[src/rtl/sr_latch_if.sv]
// Command handshake between a requester and the SR latch write driver.
//   in_valid : requester has a target vector on in_data
//   in_ready : driver can take a command this cycle
//   in_data  : target latch values, one bit per latch
interface sr_latch_if #(
    parameter int unsigned WIDTH = 4
);
    logic             in_valid;
    logic             in_ready;
    logic [WIDTH-1:0] in_data;

    modport master (output in_valid, output in_data, input in_ready);
    modport slave  (input in_valid, input in_data, output in_ready);
endinterface

[src/rtl/sr_latch_driver.sv]
// Write-side controller for a bank of clocked SR latches. It takes a target
// vector, pulses set/reset only on the bits that must change, lets the latches
// settle, reads q_fb back and retries up to MAX_RETRY extra times.
// s and r are never both high on any bit.
//   clk, rst   : clock, synchronous active-high reset
//   bus        : command handshake (in_valid / in_ready / in_data)
//   q_fb       : latch q readback
//   s, r       : registered set / reset strobes
//   busy       : not idle
//   done, err  : one-cycle result pulses (match / retries exhausted)
//   attempts   : attempts used by the last or current command
module sr_latch_driver #(
    parameter int unsigned WIDTH      = 4,
    parameter int unsigned PULSE_CYC  = 2,
    parameter int unsigned SETTLE_CYC = 1,
    parameter int unsigned MAX_RETRY  = 2,
    localparam int unsigned ATT_W     = $clog2(MAX_RETRY + 2)
) (
    input  logic             clk,
    input  logic             rst,
    sr_latch_if.slave        bus,
    input  logic [WIDTH-1:0] q_fb,
    output logic [WIDTH-1:0] s,
    output logic [WIDTH-1:0] r,
    output logic             busy,
    output logic             done,
    output logic             err,
    output logic [ATT_W-1:0] attempts
);

    localparam logic [1:0] IDLE   = 2'd0;
    localparam logic [1:0] PULSE  = 2'd1;
    localparam logic [1:0] SETTLE = 2'd2;
    localparam logic [1:0] VERIFY = 2'd3;

    // One down-counter serves both the pulse and the settle phase.
    localparam int unsigned CNT_MAX = (PULSE_CYC > SETTLE_CYC) ? PULSE_CYC : SETTLE_CYC;
    localparam int unsigned CNT_W   = (CNT_MAX > 1) ? $clog2(CNT_MAX) : 1;

    logic [1:0]       state, state_nx;
    logic [CNT_W-1:0] cnt, cnt_nx;
    logic [WIDTH-1:0] target, target_nx;
    logic [WIDTH-1:0] s_nx, r_nx;
    logic             done_nx, err_nx;
    logic [ATT_W-1:0] attempts_nx;
    logic             launch;
    logic [WIDTH-1:0] mask_src, set_mask, clr_mask;

    // Masks come from the incoming command while idle, else from the held target.
    assign mask_src = (state == IDLE) ? bus.in_data : target;
    assign set_mask = mask_src & ~q_fb;
    assign clr_mask = ~mask_src & q_fb;

    assign bus.in_ready = (state == IDLE) && !rst;
    assign busy         = (state != IDLE);

    // Next-state and registered-output logic.
    always_comb begin
        state_nx    = state;
        cnt_nx      = cnt;
        target_nx   = target;
        s_nx        = s;
        r_nx        = r;
        done_nx     = 1'b0;
        err_nx      = 1'b0;
        attempts_nx = attempts;
        launch      = 1'b0;

        case (state)
            IDLE: begin
                if (bus.in_valid) begin
                    target_nx   = bus.in_data;
                    attempts_nx = ATT_W'(1);
                    launch      = 1'b1;
                end
            end
            PULSE: begin
                if (cnt == '0) begin
                    s_nx     = '0;
                    r_nx     = '0;
                    cnt_nx   = CNT_W'(SETTLE_CYC - 1);
                    state_nx = SETTLE;
                end else begin
                    cnt_nx = cnt - CNT_W'(1);
                end
            end
            SETTLE: begin
                if (cnt == '0) begin
                    state_nx = VERIFY;
                end else begin
                    cnt_nx = cnt - CNT_W'(1);
                end
            end
            VERIFY: begin
                if (q_fb == target) begin
                    done_nx  = 1'b1;
                    state_nx = IDLE;
                end else if (attempts <= ATT_W'(MAX_RETRY)) begin
                    attempts_nx = attempts + ATT_W'(1);
                    launch      = 1'b1;
                end else begin
                    err_nx   = 1'b1;
                    state_nx = IDLE;
                end
            end
            default: state_nx = IDLE;
        endcase

        // Start an attempt: pulse only the bits that differ, or go straight
        // to readback when nothing needs to change. set/clr masks are
        // disjoint by construction, so s&r stays zero.
        if (launch) begin
            if ((set_mask | clr_mask) == '0) begin
                s_nx     = '0;
                r_nx     = '0;
                state_nx = VERIFY;
            end else begin
                s_nx     = set_mask;
                r_nx     = clr_mask;
                cnt_nx   = CNT_W'(PULSE_CYC - 1);
                state_nx = PULSE;
            end
        end
    end

    // State and output registers.
    always_ff @(posedge clk) begin
        if (rst) begin
            state    <= IDLE;
            cnt      <= '0;
            target   <= '0;
            s        <= '0;
            r        <= '0;
            done     <= 1'b0;
            err      <= 1'b0;
            attempts <= '0;
        end else begin
            state    <= state_nx;
            cnt      <= cnt_nx;
            target   <= target_nx;
            s        <= s_nx;
            r        <= r_nx;
            done     <= done_nx;
            err      <= err_nx;
            attempts <= attempts_nx;
        end
    end

endmodule
[src/flat_wrapper.sv]
// flat-port wrapper written by rule: the top's interface ports become plain ports
module sr_latch_driver_flat 
#(
    parameter int unsigned WIDTH      = 4,
    parameter int unsigned PULSE_CYC  = 2,
    parameter int unsigned SETTLE_CYC = 1,
    parameter int unsigned MAX_RETRY  = 2,
    localparam int unsigned ATT_W     = $clog2(MAX_RETRY + 2)
)
  (clk, rst, q_fb, s, r, busy, done, err, attempts, bus_in_valid, bus_in_data, bus_in_ready);
  sr_latch_if #(.WIDTH(WIDTH)) bus_i ();
  input  logic clk;
  input  logic rst;
  input  logic [WIDTH-1:0] q_fb;
  output logic [WIDTH-1:0] s;
  output logic [WIDTH-1:0] r;
  output logic busy;
  output logic done;
  output logic err;
  output logic [ATT_W-1:0] attempts;
  input wire logic [$bits(bus_i.in_valid)-1:0] bus_in_valid;
  input wire logic [$bits(bus_i.in_data)-1:0] bus_in_data;
  output wire logic [$bits(bus_i.in_ready)-1:0] bus_in_ready;
  assign bus_i.in_valid = bus_in_valid;
  assign bus_i.in_data = bus_in_data;
  assign bus_in_ready = bus_i.in_ready;
  sr_latch_driver #(.WIDTH(WIDTH), .PULSE_CYC(PULSE_CYC), .SETTLE_CYC(SETTLE_CYC), .MAX_RETRY(MAX_RETRY)) u_core (.clk(clk), .rst(rst), .bus(bus_i), .q_fb(q_fb), .s(s), .r(r), .busy(busy), .done(done), .err(err), .attempts(attempts));
endmodule
[config.mk]
export PLATFORM = sky130hd
export DESIGN_NAME = sr_latch_driver_flat
export DESIGN_NICKNAME = d
export VERILOG_FILES = /design/src/rtl/sr_latch_if.sv /design/src/rtl/sr_latch_driver.sv /design/src/flat_wrapper.sv
export SDC_FILE = /design/constraint.sdc
export NUM_CORES = 1
export LEC_CHECK = 0
export ABC_AREA = 1
export CAP_MARGIN = 20
export CORE_MARGIN = 3
export CORE_UTILIZATION = 45
export DETAILED_ROUTE_END_ITERATION = 10
export PLACE_DENSITY = 0.87
export SLEW_MARGIN = 20
export SYNTH_ARGS = -nofsm -noshare
export SYNTH_HDL_FRONTEND = slang
export SYNTH_SLANG_ARGS = --single-unit
[constraint.sdc]
create_clock -name clk -period 1.85 [get_ports clk]
set_input_delay 0.37 -clock clk [delete_from_list [all_inputs] [get_ports clk]]
set_output_delay 0.37 -clock clk [all_outputs]
set_load 0.02 [all_outputs]
==> key figures, run 1 <==
STA
  – Max-slew violations: 0
  – Minimum clock period: 1910 ps
  – Final hold viol count: 0
  – RSZ-0062 raised after global routing: true
  – Final setup TNS: -103 ps
  – Rel. slew slack: 0.735
  – # setup viols final: 3
  – Final worst setup slack: -56.7 ps
  – Setup Skew: 9.26 ps
  – Period utilization: 1.03
  – Tightest Pin Transition: 397 ps
  – F_max: 0.524 GHz

Pwr
  – Seq pwr share: 0.265
  – Pwr Total: 0.00207 W
  – Sw frac: 0.450
  – VDD IR max: 0.000690 V
  – Cell Int Power: 0.00114 W
  – P_sw: 0.000935 W
  – Total leakage power: 0.732 nW
  – Clk pwr share: 0.105
  – PwrDens: 1270 nW/µm²
  – Gate power share: 0.630

Yosys
  – Register area share after synthesis: 0.323
  – Synthesized area: 1180 µm²
  – Synth Warn #: 0
  – Synth Area per Inst: 7.36 µm²
  – Synth cell types: 19
  – Synth area leaders: dfxtp_1, ha_1, nand2_1
  – Synth top area share: 0.323
  – Async set-or-reset flop fraction in the synthesized netlist: 0
  – Yosys top cell by area: dfxtp_1
  – Top_reg_cell synth: dfxtp_1
  – Most common cell in the netlist: nand2_1
  – Post-Synthesis Cells: 160
  – Yosys reg bits: 19
  – Post-synth net total: 186
  – Post-synth EDFFs: 0
  – Synth cell count leaders: nand2_1, inv_1, dfxtp_1

Clock tree
  – Clock Tree Buf Depth: 2
  – CTS Buf Count: 3
  – CTS Sinks: 19
  – CTS tree: built
  – Worst-skew pair later-pin latency: 300 ps
  – CTS H-tree depth: 1
  – CTS Root Cell: clkbuf_4
  – Worst-path clk slew: 120 ps

GRT
  – Total GRT Usage: 0.173
  – Vias in the first global route: 1089
  – Antenna violations before repair: 0
  – Grt total ovfl: 0
  – Largest net degree at the start of global routing: 16
  – First-pass GRT wire length: 4490 µm

Detailed routing
  – Starting DRT DRC Count: 26
  – Total wire length: 2930 µm
  – Via-to-Cell Ratio: 5.24
  – Via count: 1200
  – First-pass DRT Iterations: 4
  – Drt wl/cell: 12.8 µm
  – DRC violations left: 0
  – Antenna-violating nets left: 0

Critical path
  – Crit path kind: flop to flop
  – Worst reg-to-reg path cell count: 10
  – Endpoint of the worst-slack reg-to-reg timing path: u_core.r[3]$_SDFFE_PP0P_
  – CP Capture Type: flop
  – Worst reg2reg setup slack: -60 ps
  – Worst EP required: 2040 ps
  – Worst path arrival time: 2100 ps
  – Worst-path fanout max: 6
  – Crit start category: flop
  – Worst R2R Start: u_core.state[1]$_SDFFE_PP0P_

Placement
  – Routability cong.: 0.832
  – PortBufs: 24
  – Dpl hpwl: 2150 µm

Hold path
  – Min-delay src: u_core.r[2]$_SDFFE_PP0P_
  – Worst hold path class: flop to flop
  – Worst Hold Depth: 2
  – Hold EP: u_core.r[2]$_SDFFE_PP0P_

Floorplanning
  – Die X: 57.2 µm
  – Initial Util: 0.503
  – Core box area: 2340 µm²
  – Die area: 3270 µm²
  – I/O pin total: 25
  – FP Rows: 17
  – Die Ht: 57.2 µm

Status
  – Failing checks: setup timing
  – Status: finished, violations left

Run
  – Max-cap violations: 0

Cells and area
  – Nets@finish: 228
  – # diodes: 0
  – Area growth syn-to-layout: 39.0%
  – Layout cells sized above 1: 0.239
layer usage:
layer / up-vias / track usage / share of wire
met3: 9 / 0.0294 / 0.066
li1: 601 / - / -
met1: 545 / 0.203 / 0.41
met2: 45 / 0.307 / 0.50
met5: - / 0 / 0
met4: 0 / 0.0728 / 0.025
worst max-delay path, cell delays in order, from the launching register on:
cell,delay [ps]
dfxtp_2,360
inv_2,50
ha_4,180
buf_6,130
nand2_1,90
o21ai_2,80
ha_1,270
nand4_1,210
buf_4,220
nand4_1,140
a21oi_2,70
how the worst max path moves through the flow:
stage | startpoint | to | slack [ps] | cells past startpoint
3_5_place_dp | bus_in_data[2] | u_core.state[1]$_SDFFE_PP0P_ | -60 | 10
3_3_place_gp | rst | bus_in_ready | -10 | 3
6_report | u_core.state[1]$_SDFFE_PP0P_ | u_core.r[3]$_SDFFE_PP0P_ | -60 | 10
4_1_cts | u_core.state[1]$_SDFFE_PP0P_ | u_core.state[1]$_SDFFE_PP0P_ | 10 | 12
5_1_grt | u_core.state[1]$_SDFFE_PP0P_ | u_core.state[1]$_SDFFE_PP0P_ | -150 | 12
2_1_floorplan | u_core.state[0]$_SDFFE_PP0P_ | u_core.state[1]$_SDFFE_PP0P_ | 20 | 12
metrics by stage:
step	util	std cells	setup WS (ps)	area, µm²	hold slack [ps]
detailed placement	0.656	221	-58.1	1530	476
finish	0.699	229	-56.7	1640	497
CTS	0.672	225	12.7	1570	494
global route	0.699	229	-152	1640	514
global placement	0.656	221	-10.9	1530	474
floorplan	-	160	23.6	1180	455
cell type report:
type                       count  area [µm²]
clock buffer                   4        26.3
fill                         176         703
tap                           28        35.0
inverter                      24        90.1
multi-input combinational    113         726
timing repair buffer          41         377
sequential                    19         383
logic make-up after synthesis:
| logic type | after synthesis | share of synthesized area |
|---|---|---|
| buf+inv | 28 | 0.0903 |
| simple gates | 76 | 0.296 |
| compound gates | 22 | 0.131 |
| flops | 19 | 0.323 |
| fa+ha+maj | 15 | 0.159 |
layout by cell type (no fill, tap or decap), drive strengths merged:
master / instances
nand3: 12
clkdlybuf4s50: 22
dfxtp: 19
clkbuf: 4
nor2: 15
a21oi: 11
dlygate4sd2: 2
nor3: 1
clkinv: 1
o21ai: 7
nand2: 42
buf: 17
inv: 23
ha: 15
nand4: 6
a211oi: 4
power groups by stage:
stage,combinational [W],sequential (W),clock [W]
finish,0.00131,0.000550,0.000218
global route,0.00144,0.000561,0.000230
CTS,0.00117,0.000546,0.000222
detailed placement,0.00113,0.000552,0
global placement,0.00108,0.000544,0
floorplan,0.000673,0.000593,0
what timing repair did:
| item | CTS | global route |
|---|---|---|
| resized for setup | 6 | 12 |
| hold buffers | 0 | 0 |
| setup buffers | 0 | 4 |
| gates cloned | 0 | 0 |
| pin swaps | 1 | 9 |
| setup endpoints to repair | 7 | 5 |
registers in the layout, indices dropped and copies added (netlist names):
name,count
u_core.done,1
u_core.target,4
u_core.state,2
u_core.attempts,2
u_core.cnt,1
u_core.r,4
u_core.s,4
u_core.err,1
Note: power is estimated with default switching activity, not from simulation.
==> run 2: changes to the inputs <==
--- a/config.mk
+++ b/config.mk
@@ -7,8 +7,9 @@
 export LEC_CHECK = 0
 export ABC_AREA = 1
 export CAP_MARGIN = 20
-export CORE_MARGIN = 3
+export CORE_MARGIN = 10
 export CORE_UTILIZATION = 45
+export CTS_CLUSTER_SIZE = 24
 export DETAILED_ROUTE_END_ITERATION = 10
 export PLACE_DENSITY = 0.87
 export SLEW_MARGIN = 20
==> run 2 against run 1 <==
  * The run now ends clean
  * Flip-flop and latch count unchanged
  * Clock power about the same
  * Via count down 5.3%
  * Highest routed layer unchanged
  * Clock-buffer cell count unchanged
  * Utilization down 4.1 points
==> key figures, run 2 (synthesized netlist as in run 1, its figures left out) <==
Status
  – Status: finished clean

STA
  – Rel. slew slack: 0.821 (+0.0869)
  – F_max: 0.569 GHz (+8.4%)
  – Minimum clock period: 1760 ps (-148 ps)
  – RSZ-0062 raised after global routing: true
  – Worst Hold Slack: 494 ps (-2.41 ps)
  – Tightest Pin Transition: 267 ps (-130 ps)
  – Max-slew violations: 0 (unchanged)
  – Setup Skew: 1.53 ps (-7.73 ps)
  – # setup viols final: 0 (-3)
  – Period utilization: 0.951 (-0.0800)
  – Final hold viol count: 0 (unchanged)
  – Final setup TNS: 0 ps (+103 ps)

Floorplanning
  – Die X: 71.2 µm (+24%)
  – Die area: 5060 µm² (+55%)
  – FP Rows: 18 (+1)
  – I/O pin total: 25 (unchanged)
  – Initial Util: 0.475 (-0.0280)
  – Core box area: 2480 µm² (+5.9%)
  – Die Ht: 71.2 µm (+24%)

Hold path
  – Min-delay src: u_core.r[0]$_SDFFE_PP0P_
  – Worst hold path class: flop to flop

Cells and area
  – Area growth syn-to-layout: 38.6%
  – Design area: 1630 µm² (-0.31%)
  – Largest regs: u_core.r: 4 flops, u_core.s: 4 flops, u_core.target: 4 flops
  – # diodes: 0 (unchanged)
  – Layout cells sized above 1: 0.224 (-0.0149)
  – Most frequent cells in the layout: nand2_1, clkdlybuf4s50_1, inv_1
  – Final core utilization: 0.659 (-0.0409)
  – Commonest non-fill, non-tap cell in the layout: nand2_1
  – Filler Cell Count: 202 (+15%)
  – Nets@finish: 228 (unchanged)

Pwr
  – VDD IR max: 0.000853 V (+24%)
  – Pwr Total: 0.00204 W (-1.5%)
  – Total leakage power: 0.731 nW (-0.21%)
  – PwrDens: 1250 nW/µm² (-1.2%)

Critical path
  – CP max-delay cell: dfxtp_2
  – Crit path launch: u_core.state[1]$_SDFFE_PP0P_
  – Crit start category: flop
  – Crit path kind: flop to flop
  – Most frequent CP cell: nand4_1
  – Critical Path Max Stage Delay: 350 ps (about the same)
  – Crit path cell chain: inv_2 > ha_4 > buf_6 > nand2_4 > o21ai_2 > ha_1 > nand4_1 > buf_4 > nand4_1 > a21oi_2
  – Worst R2R Start: u_core.state[1]$_SDFFE_PP0P_
  – Worst EP required: 2090 ps (+50 ps)
  – Worst-path fanout max: 7 (+1)
  – Worst path arrival time: 2000 ps (-100 ps)
  – CP Capture Type: flop

Run
  – Max-cap violations: 0 (unchanged)

Clock tree
  – CTS Buf Count: 3 (unchanged)
  – Clock Tree Buf Depth: 2 (unchanged)
  – CTS Hold Bufs: 0 (unchanged)
  – CTS H-tree depth: 1 (unchanged)
  – CTS tree: built
  – Worst-path clk slew: 110 ps (about the same)
  – Worst-skew pair later-pin latency: 300 ps (about the same)
  – CTS Sinks: 19 (unchanged)
  – CTS Root Cell: clkbuf_4

Placement
  – Post-DP Area: 1540 µm² (+0.16%)
  – Routability cong.: 0.814 (-2.2%)
  – Dpl hpwl: 2180 µm (+1.1%)
  – PortBufs: 24 (unchanged)

GRT
  – Vias in the first global route: 1076 (-1.2%)
  – First-pass GRT wire length: 4440 µm (-1.2%)
  – Grt total ovfl: 0 (unchanged)
  – Largest net degree at the start of global routing: 16 (unchanged)
  – Antenna violations before repair: 0 (unchanged)
  – Total GRT Usage: 0.103 (-0.0695)

Detailed routing
  – Via count: 1137 (-5.3%)
  – Drt wl/cell: 12.4 µm (-3.2%)
  – Total wire length: 2860 µm (-2.4%)
  – Antenna-violating nets left: 0 (unchanged)
  – DRC violations left: 0 (unchanged)
  – Starting DRT DRC Count: 28 (+7.7%)
  – Via-to-Cell Ratio: 4.92 (-6.1%)
  – First-pass DRT Iterations: 4 (unchanged)
## run 2: cell types whose count changed in the layout (fill, tap and decap cells not counted), sizes merged
cell and delta:
clkdlybuf4s15 +1, dlygate4sd2 -1
## run 2: layout make-up
class	instances	area, µm²	share of cell area
sequential	19	383	0.235
timing repair buffer	41	374	0.229
clock buffer	4	26.3	0.0161
multi-input combinational	113	721	0.442
inverter	24	90.1	0.0552
tap	30	37.5	0.0230
## run 2: path summary, 6_finish.rpt
path	cells past startpoint	endpoint	slack (ps)
setup reg to reg	10	u_core.r[1]$_SDFFE_PP0P_	90
hold reg to reg	2	u_core.r[0]$_SDFFE_PP0P_	490
setup / recovery	10	u_core.r[1]$_SDFFE_PP0P_	90
hold / removal	2	u_core.r[0]$_SDFFE_PP0P_	490
## run 2: per-stage QoR
stage | worst slack [ps] | std cells
after floorplan | 23.6 | 160
after global placement | -41.1 | 223
after detailed placement | -69.1 | 223
after CTS | 3.97 | 227
after global routing | -19.7 | 231
final | 91.3 | 231
## run 2: per-layer routing
| layer | share of wire | track usage | up-vias |
|---|---|---|---|
| met4 | 0.016 | 0.0452 | 0 |
| met2 | 0.48 | 0.176 | 25 |
| met5 | 0 | 0 | - |
| met1 | 0.44 | 0.116 | 509 |
| met3 | 0.061 | 0.0279 | 4 |
| li1 | - | - | 599 |
## run 2: power breakdown
part | internal [W] | switching [W] | leakage, nW
logic | 0.000556 | 0.000722 | 0.560
clock network | 0.0000840 | 0.000132 | 0.0150
registers | 0.000498 | 0.0000510 | 0.156
## run 2: what timing repair did
action	4_1_cts	5_1_grt
endpoints found under the setup margin	7	7
buffers inserted	0	4
gates resized for setup	5	11
pin swaps	1	10
## run 2: worst max-delay path: cells and delay by family, from the launching register on
| family | cells | cell delay [ps] |
|---|---|---|
| compound gates | 2 | 200 |
| flops | 1 | 350 |
| fa+ha+maj | 2 | 490 |
| simple gates | 3 | 330 |
| buf+inv | 3 | 330 |
